`src/rtl/sram_port_arbiter_pkg.sv`:
```
// Shared types and default sizing for the SRAM port arbiter.
package sram_arb_pkg;

    typedef enum logic [1:0] {
        IDLE  = 2'd0,
        BURST = 2'd1,
        DRAIN = 2'd2,
        DONE  = 2'd3
    } arb_state_e;

    localparam int REQ_IMAGE  = 0;
    localparam int REQ_COEF   = 1;
    localparam int REQ_RESULT = 2;

    localparam int DEF_NUM_REQ = 3;
    localparam int DEF_ADDR_W  = 16;
    localparam int DEF_DATA_W  = 16;
    localparam int DEF_LEN_W   = 8;
    localparam int DEF_RD_LAT  = 1;

endpackage

```
`src/rtl/sram_port_arbiter_rr_pick.sv`:
```
// Combinational round-robin picker: first asserted request at or after the pointer wins.
module rr_pick #(
    parameter int NUM_REQ = 3,
    parameter int IDX_W   = (NUM_REQ > 1) ? $clog2(NUM_REQ) : 1
) (
    input  logic [NUM_REQ-1:0] req_i,
    input  logic [IDX_W-1:0]   ptr_i,
    output logic               any_o,
    output logic [NUM_REQ-1:0] onehot_o,
    output logic [IDX_W-1:0]   idx_o
);

    int               sum;
    logic [IDX_W-1:0] slot;

    always_comb begin
        any_o    = 1'b0;
        onehot_o = '0;
        idx_o    = '0;
        sum      = 0;
        slot     = '0;
        for (int k = 0; k < NUM_REQ; k++) begin
            sum = int'(ptr_i) + k;
            if (sum >= NUM_REQ) sum = sum - NUM_REQ;
            slot = IDX_W'(sum);
            if (!any_o && req_i[slot]) begin
                any_o          = 1'b1;
                onehot_o[slot] = 1'b1;
                idx_o          = slot;
            end
        end
    end

endmodule

```
`src/rtl/sram_port_arbiter.sv`:
```
// Round-robin owner of the single SRAM port: runs one requester's read or write burst at a time.
//   state | meaning
//   IDLE  | arbitrate; latch winner's addr/len/wr
//   BURST | one SRAM access per cycle, address increments
//   DRAIN | wait RD_LAT cycles for the last read data
//   DONE  | one-cycle done pulse to the owner
module sram_port_arbiter
    import sram_arb_pkg::*;
#(
    parameter int NUM_REQ = DEF_NUM_REQ,
    parameter int ADDR_W  = DEF_ADDR_W,
    parameter int DATA_W  = DEF_DATA_W,
    parameter int LEN_W   = DEF_LEN_W,
    parameter int RD_LAT  = DEF_RD_LAT
) (
    input  logic                           clk,
    input  logic                           n_rst,
    input  logic [NUM_REQ-1:0]             req_i,
    input  logic [NUM_REQ-1:0]             req_wr_i,
    input  logic [NUM_REQ-1:0][ADDR_W-1:0] req_addr_i,
    input  logic [NUM_REQ-1:0][LEN_W-1:0]  req_len_i,
    input  logic [NUM_REQ-1:0][DATA_W-1:0] req_wdata_i,
    output logic [NUM_REQ-1:0]             grant_o,
    output logic [NUM_REQ-1:0]             wr_strobe_o,
    output logic [NUM_REQ-1:0]             rd_valid_o,
    output logic [DATA_W-1:0]              rd_data_o,
    output logic [NUM_REQ-1:0]             done_o,
    output logic [ADDR_W-1:0]              sram_addr_o,
    output logic                           sram_ren_o,
    output logic                           sram_wen_o,
    output logic [DATA_W-1:0]              sram_wdata_o,
    input  logic [DATA_W-1:0]              sram_rdata_i
);

    localparam int IDX_W = (NUM_REQ > 1) ? $clog2(NUM_REQ) : 1;
    localparam int DRN_W = (RD_LAT > 1) ? $clog2(RD_LAT) : 1;

    arb_state_e       state_q, state_d;
    logic [IDX_W-1:0] ptr_q, ptr_d;
    logic [IDX_W-1:0] owner_q, owner_d;
    logic             wr_q, wr_d;
    logic [ADDR_W-1:0] addr_q, addr_d;
    logic [LEN_W-1:0] rem_q, rem_d;
    logic [DRN_W-1:0] drain_q, drain_d;

    logic [RD_LAT-1:0]            rv_q;
    logic [RD_LAT-1:0][IDX_W-1:0] ro_q;

    logic               pick_any;
    logic [NUM_REQ-1:0] pick_onehot;
    logic [IDX_W-1:0]   pick_idx;

    rr_pick #(
        .NUM_REQ (NUM_REQ),
        .IDX_W   (IDX_W)
    ) u_rr_pick (
        .req_i    (req_i),
        .ptr_i    (ptr_q),
        .any_o    (pick_any),
        .onehot_o (pick_onehot),
        .idx_o    (pick_idx)
    );

    always_ff @(posedge clk or negedge n_rst) begin
        if (!n_rst) begin
            state_q <= IDLE;
            ptr_q   <= '0;
            owner_q <= '0;
            wr_q    <= 1'b0;
            addr_q  <= '0;
            rem_q   <= '0;
            drain_q <= '0;
        end else begin
            state_q <= state_d;
            ptr_q   <= ptr_d;
            owner_q <= owner_d;
            wr_q    <= wr_d;
            addr_q  <= addr_d;
            rem_q   <= rem_d;
            drain_q <= drain_d;
        end
    end

    always_comb begin
        state_d = state_q;
        ptr_d   = ptr_q;
        owner_d = owner_q;
        wr_d    = wr_q;
        addr_d  = addr_q;
        rem_d   = rem_q;
        drain_d = drain_q;
        case (state_q)
            IDLE: begin
                if (pick_any) begin
                    owner_d = pick_idx;
                    wr_d    = req_wr_i[pick_idx];
                    addr_d  = req_addr_i[pick_idx];
                    rem_d   = req_len_i[pick_idx];
                    ptr_d   = (pick_idx == IDX_W'(NUM_REQ - 1)) ? '0 : pick_idx + IDX_W'(1);
                    state_d = (req_len_i[pick_idx] == '0) ? DONE : BURST;
                end
            end
            BURST: begin
                addr_d = addr_q + ADDR_W'(1);
                rem_d  = rem_q - LEN_W'(1);
                if (rem_q == LEN_W'(1)) begin
                    if (wr_q) begin
                        state_d = DONE;
                    end else begin
                        state_d = DRAIN;
                        drain_d = DRN_W'(RD_LAT - 1);
                    end
                end
            end
            DRAIN: begin
                if (drain_q == '0) state_d = DONE;
                else               drain_d = drain_q - DRN_W'(1);
            end
            DONE:    state_d = IDLE;
            default: state_d = IDLE;
        endcase
    end

    // Each issued read travels with its owner so the return lands on the right requester.
    always_ff @(posedge clk or negedge n_rst) begin
        if (!n_rst) begin
            rv_q <= '0;
            ro_q <= '0;
        end else begin
            rv_q[0] <= sram_ren_o;
            ro_q[0] <= owner_q;
            for (int i = 1; i < RD_LAT; i++) begin
                rv_q[i] <= rv_q[i-1];
                ro_q[i] <= ro_q[i-1];
            end
        end
    end

    always_comb begin
        grant_o      = '0;
        wr_strobe_o  = '0;
        rd_valid_o   = '0;
        rd_data_o    = '0;
        done_o       = '0;
        sram_addr_o  = '0;
        sram_ren_o   = 1'b0;
        sram_wen_o   = 1'b0;
        sram_wdata_o = '0;
        case (state_q)
            BURST: begin
                grant_o[owner_q] = 1'b1;
                sram_addr_o      = addr_q;
                if (wr_q) begin
                    sram_wen_o           = 1'b1;
                    wr_strobe_o[owner_q] = 1'b1;
                    sram_wdata_o         = req_wdata_i[owner_q];
                end else begin
                    sram_ren_o = 1'b1;
                end
            end
            DRAIN:   grant_o[owner_q] = 1'b1;
            DONE:    done_o[owner_q]  = 1'b1;
            default: ;
        endcase
        if (rv_q[RD_LAT-1]) begin
            rd_valid_o[ro_q[RD_LAT-1]] = 1'b1;
            rd_data_o                  = sram_rdata_i;
        end
    end

endmodule
```
`config.mk`:
```
export PLATFORM = sky130hd
export DESIGN_NAME = sram_port_arbiter
export DESIGN_NICKNAME = d
export VERILOG_FILES = /design/src/rtl/sram_port_arbiter_pkg.sv /design/src/rtl/sram_port_arbiter_rr_pick.sv /design/src/rtl/sram_port_arbiter.sv
export SDC_FILE = /design/constraint.sdc
export NUM_CORES = 1
export LEC_CHECK = 0
export BUFFER_PORTS_ARGS = -buffer_cell sky130_fd_sc_hd__buf_2
export CAP_MARGIN = 20
export CORE_MARGIN = 2
export CORE_UTILIZATION = 45
export CTS_BUF_LIST = sky130_fd_sc_hd__clkbuf_2
export CTS_CLUSTER_SIZE = 30
export DETAILED_ROUTE_END_ITERATION = 10
export HOLD_SLACK_MARGIN = 0.05
export PLACE_DENSITY = 0.89
export SYNTH_ARGS = -nofsm -noshare
export SYNTH_HDL_FRONTEND = slang
export SYNTH_HIERARCHICAL = 1
export SYNTH_SLANG_ARGS = --single-unit
```
`constraint.sdc`:
```
create_clock -name clk -period 3.3 [get_ports clk]
set_clock_uncertainty 0.1 [all_clocks]
set_input_delay 0.33 -clock clk [delete_from_list [all_inputs] [get_ports clk]]
set_output_delay 0.33 -clock clk [all_outputs]
set_load 0.03 [all_outputs]
```
## After elaboration in Yosys (flattened, before gate mapping)

Cells that the tools add are included.

- Output and inout port bits: 62
- Bits of input ports: 144
- Register bits after elaboration: 35
- Logic and storage cells: 108

- Reduce and logical (&&, ||, !) cells: 15
- Equal/unequal tests: 9
- Magnitude comparators: 11
- Mux-type cells: 55
- $add $sub $neg: 9

Operator list:

| kind | number |
|---|---|
| $mux 16 | 7 |
| $bmux 16 s2 | 2 |
| $pmux 16 s2 | 1 |
| $mux 2 | 11 |
| $lt 2x3->1 const B | 6 |
| $mux 1 | 17 |
| $add 16x1->16 const B | 1 |
| $bmux 8 s2 | 1 |
| $mux 8 | 2 |
| $pmux 8 s2 | 1 |
| $mux 3 | 5 |
| $bmux 1 s2 | 4 |
| $eq 8x1->1 const B | 1 |
| $logic_not 8->1 | 1 |
| $ne 2x2->1 const B | 4 |
| $pmux 2 s4 | 1 |
| $sub 8x1->8 const B | 1 |
| $eq 2x2->1 const B | 3 |
| $ge 3x2->1 const B | 2 |
| $reduce_and 3->1 | 2 |
| $demux 1 s2 | 2 |
| $ge 2x1->1 const B | 2 |
| $logic_and 1x1->1 | 4 |
| $reduce_and 2->1 | 2 |
| other kinds (13) | 16 |

## Depth between registers and ports, before layout

- Depth after elaboration: 17
- Mapped depth: 15
- Mapped depth without buffers: 11

## Hierarchy

The synthesis kept the hierarchy.

By module, submodules not included:

| module | area each (um2) | instances | seq. area each (um2) | cells each |
|---|---|---|---|---|
| sram_port_arbiter | 3153.0 | 1 | 850.8 | 403 |
| rr_pick | 281.5 | 1 | 0.0 | 41 |

## Worst setup path before layout

Ideal clock, no wire load.

- Path type: register -> register
- Start point: register ptr_q[1]
- End point: register rem_q[2]
- Library setup time: 0.126 ns
- Data required time: 3.074 ns
- Setup slack: 0.747 ns
- Buffers on the path: 3
- Arrival: 2.327 ns
- Cell stages (with the launch flop): 15
- Clock period less this slack: 2.553 ns
- Cells stage by stage: dfrtp_1 inv_1 ha_1 buf_6 mux2i_1 o21ai_1 a21oi_1 o21ai_0 buf_6 buf_6 mux2i_1 nor2_1 a21oi_1 nor2_1 a221o_1

- Word-level cells in the longest chain between the ends: 15
- Elaborated cells between the ends (all ways): 33
- Those cells by class: add/sub (5); order compare (3); eq/ne (1); mux (19); reduce/logical (5)

RTL lines:

| item | RTL line | RTL |
|---|---|---|
| from (decl) | sram_port_arbiter.sv:39 | `logic [IDX_W-1:0] ptr_q, ptr_d;` |
| from (signal assigned) | sram_port_arbiter.sv:75 | `ptr_q <= ptr_d;` |
| branches (longest 10 deep; another with $add 2x1->3) | -- |  |
| $mux 2 * | sram_port_arbiter_rr_pick.sv:26 | `if (!any_o && req_i[slot]) begin` |
| via pick_idx[1] | sram_port_arbiter.sv:51 | `logic [IDX_W-1:0] pick_idx;` |
| $bmux 8 s2 * | sram_port_arbiter.sv:98 | `rem_d = req_len_i[pick_idx];` |
| $mux 8 (not written as such) * | sram_port_arbiter.sv:98 |  |
| $mux 8 * | sram_port_arbiter.sv:94 | `if (pick_any) begin` |
| $pmux 8 s2 * | sram_port_arbiter.sv:92 | `case (state_q)` |
| to (signal assigned) | sram_port_arbiter.sv:79 | `rem_q <= rem_d;` |
| to (decl) | sram_port_arbiter.sv:43 | `logic [LEN_W-1:0] rem_q, rem_d;` |

Mark *: on every way through the listed nets, which the timed path passes. The select of a mux whose other input is x is not followed.
A chain may end at the register's enable or synchronous reset.

## Final worst setup path

- Start point: register owner_q[1]
- End point: output sram_wdata_o[11]

- Word-level cells in the longest chain between the ends: 4

RTL lines:

| item | RTL line | RTL |
|---|---|---|
| from (decl) | sram_port_arbiter.sv:40 | `logic [IDX_W-1:0] owner_q, owner_d;` |
| from (signal assigned) | sram_port_arbiter.sv:76 | `owner_q <= owner_d;` |
| $bmux 16 s2 | sram_port_arbiter.sv:156 | `sram_wdata_o = req_wdata_i[owner_q];` |
| $mux 16 (not written as such) | sram_port_arbiter.sv:156 |  |
| $mux 16 | sram_port_arbiter.sv:153 | `if (wr_q) begin` |
| $mux 16 | sram_port_arbiter.sv:149 | `case (state_q)` |
| to (decl) | sram_port_arbiter.sv:31 | `output logic [DATA_W-1:0] sram_wdata_o,` |

No other way between the ends. The select of a mux whose other input is x is not followed.

==> results.txt <==
----------------------------------------------------
[Critical path]
  Type of element launching the critical path ... register
  Required time at the endpoint of the critical path ... 2870 ps
  Kind of critical path ... reg2out
  Slowest-stage cell, CP ... sky130_fd_sc_hd__dfrtp_1
  Kind of cell adding the most delay to the critical path ... flip-flops
  R2R depth ... 12
  CP endpoint kind ... primary output
  WP data arrival ... roughly 2600 ps
  R2R Path Start ... ptr_q[1]
  Max stage delay on crit path ... ~880 ps
  Worst path cell trace ... nor2b_1 -> buf_4 -> a21oi_1 -> nor2_1 -> buf_2
  Capture instance of the worst register-to-register path ... state_q[1]
  Slack of the worst reg-to-reg path ... approximately 320 ps
  WP buf/inv ... 2
  Max FO, Critical Path ... 25

[Route]
  Via count normalized by instance count ... between 5 and 6
  Count of unresolved DRC violations after routing ... 0
  Violation count after the first detailed-route iteration ... between 300 and 400
  Post-detailed-route count of antenna-violating nets ... 0
  Post-detailed-routing wire length ... 11,200 um
  Via count of the routed design ... approximately 4,000
  WL/cell ... between 15 and 20 um
  Pre-antenna DRT Iters ... 5

[Hold path]
  Critical hold path startpoint ... req_wr_i[1]
  Hold Crit Depth ... 3
  Hold-critical path endpoint ... wr_q
  Path class of the lowest-slack min-delay path ... in2reg

[Placed design]
  Standard cell area after detailed placement ... approximately 4400 um2
  Number of port buffers ... 205
  Final HPWL DP ... ~8600 um
  Gpl congestion ... ~0.90

[Power and ir drop]
  Reg power frac ... 19.8%
  Max IR drop VDD ... 0.571 mV
  Total power per unit cell area ... around 1000 nW/um2
  Switching portion of total power ... a little under three fifths
  Leakage ... 0.00232 uW
  Power dissipated by switching net loads ... 2640 uW
  Relative contribution of the clock network to total power ... ~4.5%
  Int Power ... between 2000 and 2500 uW
  Combinational share of power ... approximately three quarters
  Total power ... approximately 4600 uW

[Layout]
  Area of all placed cells without fillers ... 4490 um2
  Number of antenna repair diodes ... 0
  Final nets ... a little under 800
  Layout Utilization ... between 60% and 70%
  Area growth syn-to-layout ... 32.7%
  # fillers ... ~630
  Share of layout cells above drive strength 1 ... 38.4%

[Floorplan]
  Number of rows in the core area ... 31
  Area of the core ... around 7300 um2
  IO Pins ... 206
  Die footprint ... 8240 um2
  Starting density of the core ... between 40% and 50%
  Chip width ... 90.8 um
  Vertical extent of the die ... approximately 90 um

[CTS]
  Total clock sinks ... 34
  Buffer count from post-CTS setup fixing ... 0
  Bufs on Longest Clock Path ... 2
  CTS tree ... done
  Master cell of the clock root buffer ... sky130_fd_sc_hd__clkbuf_2
  Clock insertion delay at the later pin of the skew report ... roughly 410 ps
  Cells resized by post-CTS repair ... 0
  Quantity of hold-fixing buffers added after cts ... 1
  TritonCTS buffer count ... 5
  Number of H-tree branching levels ... 2
  Clock edge transition at the registers on the reported setup and hold paths ... 200 ps

[Yosys]
  Total standard cell area after synthesis ... between 3000 and 4000 um2
  Synthesis warning total ... 6
  Syn Inst Count ... roughly 440
  Synthesized area per cell ... slightly below 8 um2
  Syn_nets ... around 600

[STA]
  Unrepaired setup endpoints after global routing ... no
  Transition at the pin with the smallest max-transition slack ... around 800 ps
  Max Freq ... approximately 0.33 GHz
  Summed negative setup slack over all endpoints ... 0 ps
  Final hold violation count ... 0
  Final count of pins violating max slew ... 0
  Post-layout minimum cycle time ... 3030 ps
  Worst-case headroom to the max-slew limit ... between 40 and 50%
  Total setup violations reported at the end of the flow ... 0
  Final Cycle Share ... between 90 and 100%

[Run]
  Count of maximum capacitance violations ... 0

[Global routing]
  Number of antenna violations at the first check in global routing ... 0
  Maximum number of pins on one net before global-route repair ... 49
  Global Route Usage Sum ... 26.5%
  Number of global-route vias before repair ... 3,871
  Sum of overflow across all layers after global routing ... 0
  First-pass GRT wire length ... between 15,000 and 20,000 um

[Status]
  Outcome ... complete, no violations

----------------------------------------------------
-- through the flow --
| step | hold WS, ps | cells | worst slack (ps) |
|---|---|---|---|
| 2_1_floorplan | -65.6 | 435 | 761 |
| 3_3_place_gp | 341 | 717 | 530 |
| 4_1_cts | 116 | 726 | 45.9 |
| 5_1_grt | 169 | 727 | 72.0 |
| 3_5_place_dp | 352 | 717 | 380 |
| 6_report | 118 | 727 | 270 |
-- state kept, by name (all words and copies together), names as in the netlist --
register  flops
owner_q       2
ptr_q         2
rv_q          1
state_q       2
rem_q         8
ro_q          2
addr_q       16
wr_q          1
-- how the worst max path moves through the flow --
stage / cells past startpoint / startpoint / slack, ps / end
2_1_floorplan: 14 / ptr_q[1] / 760 / addr_q[12]
3_3_place_gp: 11 / ptr_q[1] / 530 / rem_q[2]
4_1_cts: 4 / owner_q[1] / 50 / sram_wdata_o[11]
3_5_place_dp: 12 / ptr_q[1] / 380 / state_q[1]
6_report: 5 / owner_q[1] / 270 / sram_wdata_o[11]
5_1_grt: 5 / owner_q[1] / 70 / sram_wdata_o[13]
-- power groups by stage --
| stage | Clock, uW | Combinational (uW) | Sequential (uW) |
|---|---|---|---|
| 2_1_floorplan | 0 | 2760 | 820 |
| 4_1_cts | 206 | 3470 | 911 |
| 3_5_place_dp | 0 | 3460 | 917 |
| 3_3_place_gp | 0 | 3330 | 909 |
| 5_1_grt | 226 | 3830 | 957 |
| 6_report | 211 | 3520 | 921 |
-- worst min-delay path, stage by stage --
cell	delay (ps)
sky130_fd_sc_hd__buf_2	80
sky130_fd_sc_hd__a21oi_1	70
sky130_fd_sc_hd__o21ai_0	130
-- placed cells by master (no fill, tap or decap), types with 9 or more instances in the layout --
master	n
sky130_fd_sc_hd__nor2_1	54
sky130_fd_sc_hd__a21oi_1	54
sky130_fd_sc_hd__dfrtp_1	34
sky130_fd_sc_hd__o21ai_0	29
sky130_fd_sc_hd__inv_1	13
sky130_fd_sc_hd__and2_1	29
sky130_fd_sc_hd__nand2_1	34
sky130_fd_sc_hd__ha_1	11
sky130_fd_sc_hd__mux2i_1	47
sky130_fd_sc_hd__nand3_1	9
sky130_fd_sc_hd__buf_2	205
sky130_fd_sc_hd__buf_4	9
-- per-layer routing --
layer	global-route usage, %	vias up	wire, um	share of wire (%)
li1	-	1927	-	-
met1	33.5	1855	4440	40
met2	46.6	211	5720	51
met3	4.34	29	830	7.4
met4	7.18	0	197	1.8
met5	0	-	0	0
-- final cells by class --
class	instances	area [um2]	share of cell area [%]
Clock buffer	6	30.0	0.668
Sequential cell	34	851	18.9
Timing Repair Buffer	215	1100	24.6
Tap cell	99	124	2.76
Clock inverter	2	8.76	0.195
Multi-Input combinational cell	357	2320	51.7
Inverter	14	52.6	1.17
Note: power is estimated with default switching activity, not from simulation.
